### src/rtl/ps2_pkg.sv
// Shared constants, drop list and frame FSM encoding for the PS/2 scan-code receiver.
package ps2_pkg;

    localparam logic [7:0] PS2_EXT    = 8'hE0;
    localparam logic [7:0] PS2_BRK    = 8'hF0;
    localparam logic [7:0] PS2_PAUSE  = 8'hE1;
    localparam logic [2:0] PAUSE_SKIP = 3'd7;

    // Device responses and overrun codes that never produce a key event.
    localparam logic [7:0] PS2_BAT_OK = 8'hAA;
    localparam logic [7:0] PS2_ACK    = 8'hFA;
    localparam logic [7:0] PS2_ECHO   = 8'hEE;
    localparam logic [7:0] PS2_RESEND = 8'hFE;
    localparam logic [7:0] PS2_OVR_LO = 8'h00;
    localparam logic [7:0] PS2_OVR_HI = 8'hFF;

    typedef enum logic [1:0] {
        IDLE   = 2'd0,
        DATA   = 2'd1,
        PARITY = 2'd2,
        STOP   = 2'd3
    } frame_state_t;

    function automatic logic is_drop(input logic [7:0] code);
        return (code == PS2_BAT_OK) || (code == PS2_ACK)    || (code == PS2_ECHO) ||
               (code == PS2_RESEND) || (code == PS2_OVR_LO) || (code == PS2_OVR_HI);
    endfunction

endpackage

### src/rtl/ps2_line_filter.sv
// Two-flop synchronizer followed by a run-length glitch filter for one PS/2 pin.
module ps2_line_filter #(
    parameter int FILTER_LEN = 8
) (
    input  logic clk,
    input  logic rst,
    input  logic raw,
    output logic level
);

    localparam int CW = (FILTER_LEN > 1) ? $clog2(FILTER_LEN) : 1;

    logic [1:0]    sync;
    logic [CW-1:0] cnt;

    // cnt counts consecutive synchronized samples that disagree with level;
    // level flips on the FILTER_LEN-th such sample.
    always_ff @(posedge clk or posedge rst) begin
        if (rst) begin
            sync  <= 2'b11;
            cnt   <= '0;
            level <= 1'b1;
        end else begin
            sync <= {sync[0], raw};
            if (sync[1] == level) begin
                cnt <= '0;
            end else if (cnt == CW'(FILTER_LEN - 1)) begin
                level <= sync[1];
                cnt   <= '0;
            end else begin
                cnt <= cnt + 1'b1;
            end
        end
    end

endmodule

### src/rtl/ps2_scancode_rx.sv
// PS/2 Set-2 receiver: frame FSM, inter-edge timeout and prefix-folding byte decoder
// producing a toggle-strobed {toggle, pressed, ext, code} key bus.
module ps2_scancode_rx
    import ps2_pkg::*;
#(
    parameter int FILTER_LEN     = 8,
    parameter int TIMEOUT_CYCLES = 20000
) (
    input  logic        CLKSYS,
    input  logic        RESET,
    input  logic        PS2_CLK,
    input  logic        PS2_DAT,
    output logic [10:0] ps2_key,
    output logic        FRAME_ERR,
    output logic [1:0]  frame_state
);

    localparam int TW = $clog2(TIMEOUT_CYCLES + 1);

    logic          clk_f;
    logic          dat_f;
    logic          clk_prev;
    logic          fall;
    frame_state_t  state;
    frame_state_t  state_next;
    logic [2:0]    bit_cnt;
    logic [7:0]    shift;
    logic          par;
    logic [TW-1:0] to_cnt;
    logic          take_bit;
    logic          take_par;
    logic          byte_ok;
    logic          err;
    logic          ext;
    logic          brk;
    logic [2:0]    skip;

    ps2_line_filter #(.FILTER_LEN(FILTER_LEN)) u_clk_filter (
        .clk   (CLKSYS),
        .rst   (RESET),
        .raw   (PS2_CLK),
        .level (clk_f)
    );

    ps2_line_filter #(.FILTER_LEN(FILTER_LEN)) u_dat_filter (
        .clk   (CLKSYS),
        .rst   (RESET),
        .raw   (PS2_DAT),
        .level (dat_f)
    );

    assign fall        = clk_prev & ~clk_f;
    assign frame_state = state;

    always_comb begin
        state_next = state;
        take_bit   = 1'b0;
        take_par   = 1'b0;
        byte_ok    = 1'b0;
        err        = 1'b0;
        case (state)
            IDLE: begin
                if (fall && !dat_f) state_next = DATA;
            end
            DATA: begin
                if (fall) begin
                    take_bit = 1'b1;
                    if (bit_cnt == 3'd7) state_next = PARITY;
                end
            end
            PARITY: begin
                if (fall) begin
                    take_par   = 1'b1;
                    state_next = STOP;
                end
            end
            STOP: begin
                if (fall) begin
                    state_next = IDLE;
                    if (dat_f && (^{shift, par})) byte_ok = 1'b1;
                    else                          err     = 1'b1;
                end
            end
            default: state_next = IDLE;
        endcase
        // A falling edge in the expiry cycle takes priority over the abort.
        if ((state != IDLE) && !fall && (to_cnt == TW'(TIMEOUT_CYCLES - 1))) begin
            err        = 1'b1;
            state_next = IDLE;
        end
    end

    always_ff @(posedge CLKSYS or posedge RESET) begin
        if (RESET) begin
            state     <= IDLE;
            clk_prev  <= 1'b1;
            bit_cnt   <= '0;
            shift     <= '0;
            par       <= 1'b0;
            to_cnt    <= '0;
            FRAME_ERR <= 1'b0;
        end else begin
            state     <= state_next;
            clk_prev  <= clk_f;
            FRAME_ERR <= err;
            if (fall || (state == IDLE)) to_cnt <= '0;
            else                         to_cnt <= to_cnt + 1'b1;
            if (state == IDLE) bit_cnt <= '0;
            if (take_bit) begin
                shift   <= {dat_f, shift[7:1]};
                bit_cnt <= bit_cnt + 1'b1;
            end
            if (take_par) par <= dat_f;
        end
    end

    always_ff @(posedge CLKSYS or posedge RESET) begin
        if (RESET) begin
            ps2_key <= '0;
            ext     <= 1'b0;
            brk     <= 1'b0;
            skip    <= '0;
        end else if (err) begin
            ext <= 1'b0;
            brk <= 1'b0;
        end else if (byte_ok) begin
            if (skip != 3'd0) begin
                skip <= skip - 1'b1;
            end else if (shift == PS2_EXT) begin
                ext <= 1'b1;
            end else if (shift == PS2_BRK) begin
                brk <= 1'b1;
            end else if (shift == PS2_PAUSE) begin
                skip <= PAUSE_SKIP;
                ext  <= 1'b0;
                brk  <= 1'b0;
            end else if (is_drop(shift)) begin
                ext <= 1'b0;
                brk <= 1'b0;
            end else begin
                ps2_key <= {~ps2_key[10], ~brk, ext, shift};
                ext     <= 1'b0;
                brk     <= 1'b0;
            end
        end
    end

endmodule

### config.mk
export PLATFORM = sky130hd
export DESIGN_NAME = ps2_scancode_rx
export DESIGN_NICKNAME = d
export VERILOG_FILES = /design/src/rtl/ps2_pkg.sv /design/src/rtl/ps2_line_filter.sv /design/src/rtl/ps2_scancode_rx.sv
export SDC_FILE = /design/constraint.sdc
export NUM_CORES = 1
export LEC_CHECK = 0
export ABC_AREA = 1
export CAP_MARGIN = 5
export CORE_MARGIN = 1.5
export CORE_UTILIZATION = 63
export DETAILED_ROUTE_END_ITERATION = 8
export GPL_TIMING_DRIVEN = 0
export PLACE_DENSITY_LB_ADDON = 0.08
export SETUP_SLACK_MARGIN = 0.05
export SLEW_MARGIN = 10
export SYNTH_ARGS = -nofsm -noshare
export SYNTH_HDL_FRONTEND = slang
export SYNTH_SLANG_ARGS = --single-unit
### constraint.sdc
create_clock -name CLKSYS -period 3.5 [get_ports CLKSYS]
set_input_delay 0.35 -clock CLKSYS [delete_from_list [all_inputs] [get_ports CLKSYS]]
set_output_delay 0.35 -clock CLKSYS [all_outputs]
set_load 0.005 [all_outputs]
### Word level (Yosys, flattened, before mapping)

Index checks and enable logic that the tools add are counted.

| storage, ports and cells | value |
|---|---|
| word-level logic and storage cells | 126 |
| bits in registers | 59 |
| bits in latches | 0 |
| memories | 0 |
| input bits | 4 |
| ROM bits | 0 |
| RAM bits | 0 |

| cells by class | value |
|---|---|
| shifts and indexed selects | 0 |
| muxes and demuxes | 38 |
| order comparisons | 0 |
| equality and inequality tests | 27 |
| bitwise operators | 12 |
| multipliers | 0 |
| divide/modulo/power cells | 0 |
| reduce and logical (&&, ||, !) cells | 27 |
| $add $sub $neg | 5 |

Operators with widths:

| kind | count |
|---|---|
| == test 8 bit, second input constant | 8 |
| 2-to-1 mux 3 bit | 10 |
| 2-to-1 mux 1 bit | 20 |
| != test 3 bit, second input constant | 6 |
| adder 15 x 1 -> 15 bit, second input constant | 1 |
| == test 15 bit, second input constant | 1 |
| 2-to-1 mux 15 bit | 1 |
| 2-to-1 mux 2 bit | 6 |
| inverter 1 bit | 11 |
| AND reduction 5 bit | 2 |
| adder 3 x 1 -> 3 bit, second input constant | 3 |
| == test 3 bit, second input constant | 3 |
| parity 9 bit | 1 |
| zero test 8 bit | 1 |
| != test 2 bit, second input constant | 4 |
| one-hot mux 2 bit (4 select lines) | 1 |
| nonzero test 2 bit | 4 |
| AND reduction 7 bit | 1 |
| logical OR 1 bit | 6 |
| AND reduction 3 bit | 2 |
| == test 2 bit, second input constant | 2 |
| logical AND 1 bit | 4 |
| AND reduction 2 bit | 2 |
| nonzero test 3 bit | 1 |
| 6 further kinds | 8 |

### Longest topological paths before layout

| logic depth | value |
|---|---|
| depth in word-level cells | 8 |
| gate-level depth with buffers | 13 |
| mapped depth without buffers | 12 |

### By module

Synthesis repeated with hierarchy kept, for this count alone.

| second synthesis, totals | value |
|---|---|
| cells, all modules | 336 |
| area, all modules | 2970.3 µm² |

By module, submodules not included:

| module | cells each | area each (µm²) | times used |
|---|---|---|---|
| ps2_scancode_rx | 292 | 2499.9 | 1 |
| ps2_line_filter | 22 | 235.2 | 2 |

### Worst setup path after synthesis

Ideal clock, no wire load.

| timing | value |
|---|---|
| path type | reg-to-reg |
| start | reg state[0] (netlist: frame_state[0]) |
| end | reg ps2_key[0] |
| path buffers | 1 |
| library setup time | 0.122 ns |
| data arrival time | 1.645 ns |
| data required time | 3.378 ns |
| path slack | 1.733 ns |
| stages on the path, launching flop included | 12 |
| cell sequence | dfrtp_1 inv_1 ha_1 nor2_8 inv_4 nor3_4 nand2_2 nand3_2 nor2_2 nand2_4 buf_6 o21ai_2 |

| on the way | value |
|---|---|
| longest elaborated chain between the ends | 6 |
| elaborated cells on any way between the ends | 9 |
| those cells by class | 1 x eq/ne; 3 x mux; 1 x bitwise; 4 x reduce/logical |

Ends and longest elaborated chain:

| element | RTL line | text |
|---|---|---|
| start: declaration | ps2_scancode_rx.sv:24 | `frame_state_t state;` |
| start signal: assignment | ps2_scancode_rx.sv:103 | `state <= state_next;` |
| nonzero test 2 bit | ps2_scancode_rx.sv:87 | `if ((state != IDLE) && !fall && (to_cnt == TW'(TIMEOUT_CYCLES - 1))) begin` |
| logical AND 1 bit (2 in series) | ps2_scancode_rx.sv:87 |  |
| 2-to-1 mux 1 bit | ps2_scancode_rx.sv:87 |  |
| inverter 1 bit (no line) | -- |  |
| AND reduction 7 bit (no line) * | -- |  |
| end signal: assignment | ps2_scancode_rx.sv:141 | `ps2_key <= {~ps2_key[10], ~brk, ext, shift};` |
| end: declaration | ps2_scancode_rx.sv:13 | `output logic [10:0] ps2_key,` |

Every way passes the cells marked *; elsewhere a longest branch is shown, timed or not.
A chain may end at the register's enable or synchronous reset.

### Worst setup path in the final report

| timing | value |
|---|---|
| start | reg state[0] (netlist: frame_state[0]) |
| end | reg ps2_key[10] |

Same word-level chain as after synthesis.

==> out/qor.yml <==
register_area_share_after_synthesis_pct: 51.5
crit_path_start_kind: "register"
cts_sinks: 59
min_path_type: "reg -> reg"
drt-total-wl_mm: 5.27
root_buffer: "sky130_fd_sc_hd__clkbuf_8"
synth_largest_type_area_fraction_pct: 45.1
unrepaired_setup_endpoints_after_global_routing: "no"
syn_to_final_growth_pct: 17.9
mostFrequentLayoutCell: "sky130_fd_sc_hd__nand2_1"
worstHoldStart: "u_clk_filter.sync[0]$_DFF_PP1_"
final_design_area_no_fill_mm2: 0.00340
number_of_detailed_route_iterations_in_the_first_pass: 4
die_w_um: 70.7
slowest_delay_ps: 410
ctsHtreeMaxLevel: 3
slew-limit-headroom_pct: 64.7
period_share_pct: 57.1
transition_time_at_the_pin_with_the_least_slew_margin_ps: 529
finalWorstSetupSlack_ps: 1500
grt_first_pass_wirelength_mm: 9.28
clkSlewWorstSetupHoldPaths_ps: 70
layout.cells.most_common_list: "sky130_fd_sc_hd__nand2_1 (61), sky130_fd_sc_hd__dfrtp_1 (52), sky130_fd_sc_hd__inv_1 (40), sky130_fd_sc_hd__nor2_1 (29)"
num_rows: 24
end_kind: "register"
r2r-start: "frame_state[0]$_DFFE_PP0P_"
antenna-diode-count: 0
setup_violations: 0
power.ir.vdd_worst_mv: 0.470
die_h_um: 70.7
worst_skew_pair.late_latency_ps: 330
synth_area_leader_cell: "sky130_fd_sc_hd__dfrtp_1"
cts_made_buffers: 9
cts_tree: "yes"
gp_routability_congestion: 0.829
critPathSlowestCell: "sky130_fd_sc_hd__dfrtp_1"
dieArea_mm2: 0.00500
top_level_ports: 18
path_max_fanout: 10
regToRegSetupSlack_ps: 1500
cap_violations: 0
postCtsSetupBuffers: 0
ys_seq_elements: 59
final-max-slew-violation-count: 0
remaining_drc_errors: 0
dpl-instance-area_mm2: 0.00314
worst_ep_required_time_ps: 3770
dpl.hpwl_mm: 3.76
worst-setup-path-type: "reg -> reg"
grt_pass1_vias: 2118
drt-initial-drc-count: 183
grt_start_max_net_pins: 36
route.detailed.wl_per_inst_um: 13.0
vias_per_cell: 5.44
final.min_clock_period_ps: 2000
core_area_mm2: 0.00438
clock_skew_ps: 9.67
antenna_found_initial: 0
post_synth_inst_count: 320
placement.setup.worst_slack_ps: 1520
globalRoute.totalOverflow: 0
layout.core_utilization_pct: 77.6
synth_fp_nets: 337
grt_util_all_layers_pct: 23.8
powerDensity_mw_per_mm2: 634
hold_path_end: "u_clk_filter.sync[1]$_DFF_PP1_"
via_count: 2210
post_synth_instance_area_mm2: 0.00289
nFillCells: 313
static-leakage-power_uw: 0.00164
achievable-frequency_mhz: 500
yosysUniqueCellTypes: 35
timing.critical_path.arrival_ps: 2270
initial_core_util_pct: 65.8
hold_buffers: 0
finalNetCount: 366
holdPathStages: 0
critical_path.reg2reg.endpoint: "ps2_key[10]$_DFFE_PP0P_"
timing.critical_path.cells: "inv_1 -> ha_1 -> nor2_8 -> inv_4 -> nor3_4 -> nand2_2 -> nand3_2 -> nor2_2 -> nand2_4 -> buf_6 -> nand2_2 -> nand2_1"
final_hold_viol_count: 0
run_status: "completed"
fin_tns_setup_ps: 0
layout-drive-gt1-share_pct: 15.8
yosys_warnings: 0
io_buffer_count: 17
crit_path_frequent_cell: "sky130_fd_sc_hd__nand2_2"
postCtsResizedCells: 0
cts_buffer_depth: 2
worst-r2r-cell-count: 12
synth.avg_cell_area_um2: 9.02
drtAntennaViolNets: 0
top_area_cells_in_the_synthesized_netlist: "sky130_fd_sc_hd__dfrtp_1 (45%), sky130_fd_sc_hd__nand2_1 (7.9%), sky130_fd_sc_hd__dfstp_2 (6.4%), sky130_fd_sc_hd__ha_1 (5.6%), sky130_fd_sc_hd__inv_1 (5.3%)"
==> cell type report <==
| class | instances | area [um2] | area share [%] |
|---|---|---|---|
| timing repair buffer | 18 | 190 | 5.59 |
| clock inverter | 4 | 95.1 | 2.80 |
| clock buffer | 12 | 165 | 4.85 |
| multi-input combinational | 212 | 1200 | 35.2 |
| buffer | 4 | 30.0 | 0.883 |
| sequential | 59 | 1490 | 43.7 |
| inverter | 45 | 174 | 5.11 |
| tap | 52 | 65.1 | 1.91 |
==> critical path: cells and delay by family, from the launching register on <==
family	cells	cell delay [ps]
adder cells (fa/ha/maj)	1	290
buffers and inverters	3	340
flip-flops	1	410
AND/OR/NAND/NOR	8	870
==> worst max path at each step <==
stage | startpoint | endpoint | slack, ps | cells past startpoint
after floorplan | RESET | FRAME_ERR$_DFF_PP0_ | 1710 | 1
after global routing | to_cnt[0]$_DFF_PP0_ | to_cnt[14]$_DFF_PP0_ | 1320 | 9
after global placement | RESET | ps2_key[8]$_DFFE_PP0P_ | 710 | 2
final | frame_state[0]$_DFFE_PP0P_ | ps2_key[10]$_DFFE_PP0P_ | 1500 | 12
after detailed placement | frame_state[0]$_DFFE_PP0P_ | ps2_key[0]$_DFFE_PP0P_ | 1520 | 11
after CTS | frame_state[0]$_DFFE_PP0P_ | ps2_key[10]$_DFFE_PP0P_ | 1490 | 12
==> Yosys cell counts <==
cell	n
sky130_fd_sc_hd__a2bb2oi_1	1
sky130_fd_sc_hd__a22oi_1	1
sky130_fd_sc_hd__nand3_2	2
sky130_fd_sc_hd__xor2_1	1
sky130_fd_sc_hd__buf_6	2
sky130_fd_sc_hd__inv_4	2
sky130_fd_sc_hd__or2_2	1
sky130_fd_sc_hd__nor2_4	1
sky130_fd_sc_hd__o2111ai_1	2
sky130_fd_sc_hd__nor2_1	29
sky130_fd_sc_hd__o21a_1	3
sky130_fd_sc_hd__inv_1	41
sky130_fd_sc_hd__inv_2	2
sky130_fd_sc_hd__o21ai_2	9
sky130_fd_sc_hd__nand2_1	61
sky130_fd_sc_hd__ha_1	13
sky130_fd_sc_hd__nand4_1	5
sky130_fd_sc_hd__o21ai_1	3
sky130_fd_sc_hd__a21oi_1	11
sky130_fd_sc_hd__nand2_2	6
sky130_fd_sc_hd__nand3_1	20
sky130_fd_sc_hd__nand2_4	2
sky130_fd_sc_hd__nand3b_1	1
sky130_fd_sc_hd__dfrtp_1	52
sky130_fd_sc_hd__nor4_1	1
sky130_fd_sc_hd__xnor2_1	3
sky130_fd_sc_hd__nor2_2	2
sky130_fd_sc_hd__a31oi_1	2
sky130_fd_sc_hd__o211ai_1	1
sky130_fd_sc_hd__nor2_8	1
sky130_fd_sc_hd__nor3_4	1
sky130_fd_sc_hd__clkbuf_1	2
sky130_fd_sc_hd__o21ai_0	20
sky130_fd_sc_hd__nor3_1	9
sky130_fd_sc_hd__dfstp_2	7
==> registers in the layout (all words and copies together), names as in the netlist, 3 cells and up <==
signal	count
bit_cnt	3
ps2_key	11
u_dat_filter.cnt	3
shift	8
to_cnt	15
skip	3
u_clk_filter.cnt	3
==> power breakdown <==
group / internal [uW] / total, uW / switching [uW] / leakage [uW]
Combinational: 194 / 510 / 316 / 0.000715
Clock: 530 / 792 / 262 / 0.000133
Sequential: 783 / 854 / 70.6 / 0.000787
Total: 1510 / 2160 / 648 / 0.00164
==> layer usage <==
| metal | track usage [%] | wire length [um] | vias to the layer above |
|---|---|---|---|
| met1 | 33.4 | 2460 | 1064 |
| met5 | 0 | 0 | - |
| met4 | 10.1 | 89 | 0 |
| met2 | 36.9 | 2550 | 38 |
| li1 | - | - | 1100 |
| met3 | 4.27 | 164 | 8 |
==> cells by family (layout without fill, tap and decap cells) <==
group                    after synthesis  after routing  synth area share [%]
buffers and inverters                 49             83                  7.07
AND/OR/NAND/NOR                      142            142                  23.4
flip-flops                            59             59                  51.5
adder cells (fa/ha/maj)               13             13                  5.64
XOR/XNOR                               4              4                  1.21
AO/OA/AOI/OAI                         53             53                  11.3
==> per-stage QoR <==
stage	total power [uW]	cells	hold slack [ps]
4_1_cts	2170	406	358
6_report	2160	406	357
2_1_floorplan	1240	320	345
3_5_place_dp	1370	390	349
3_3_place_gp	1340	389	346
5_1_grt	2280	406	364
No activity file was read; power rests on OpenSTA's default activity.
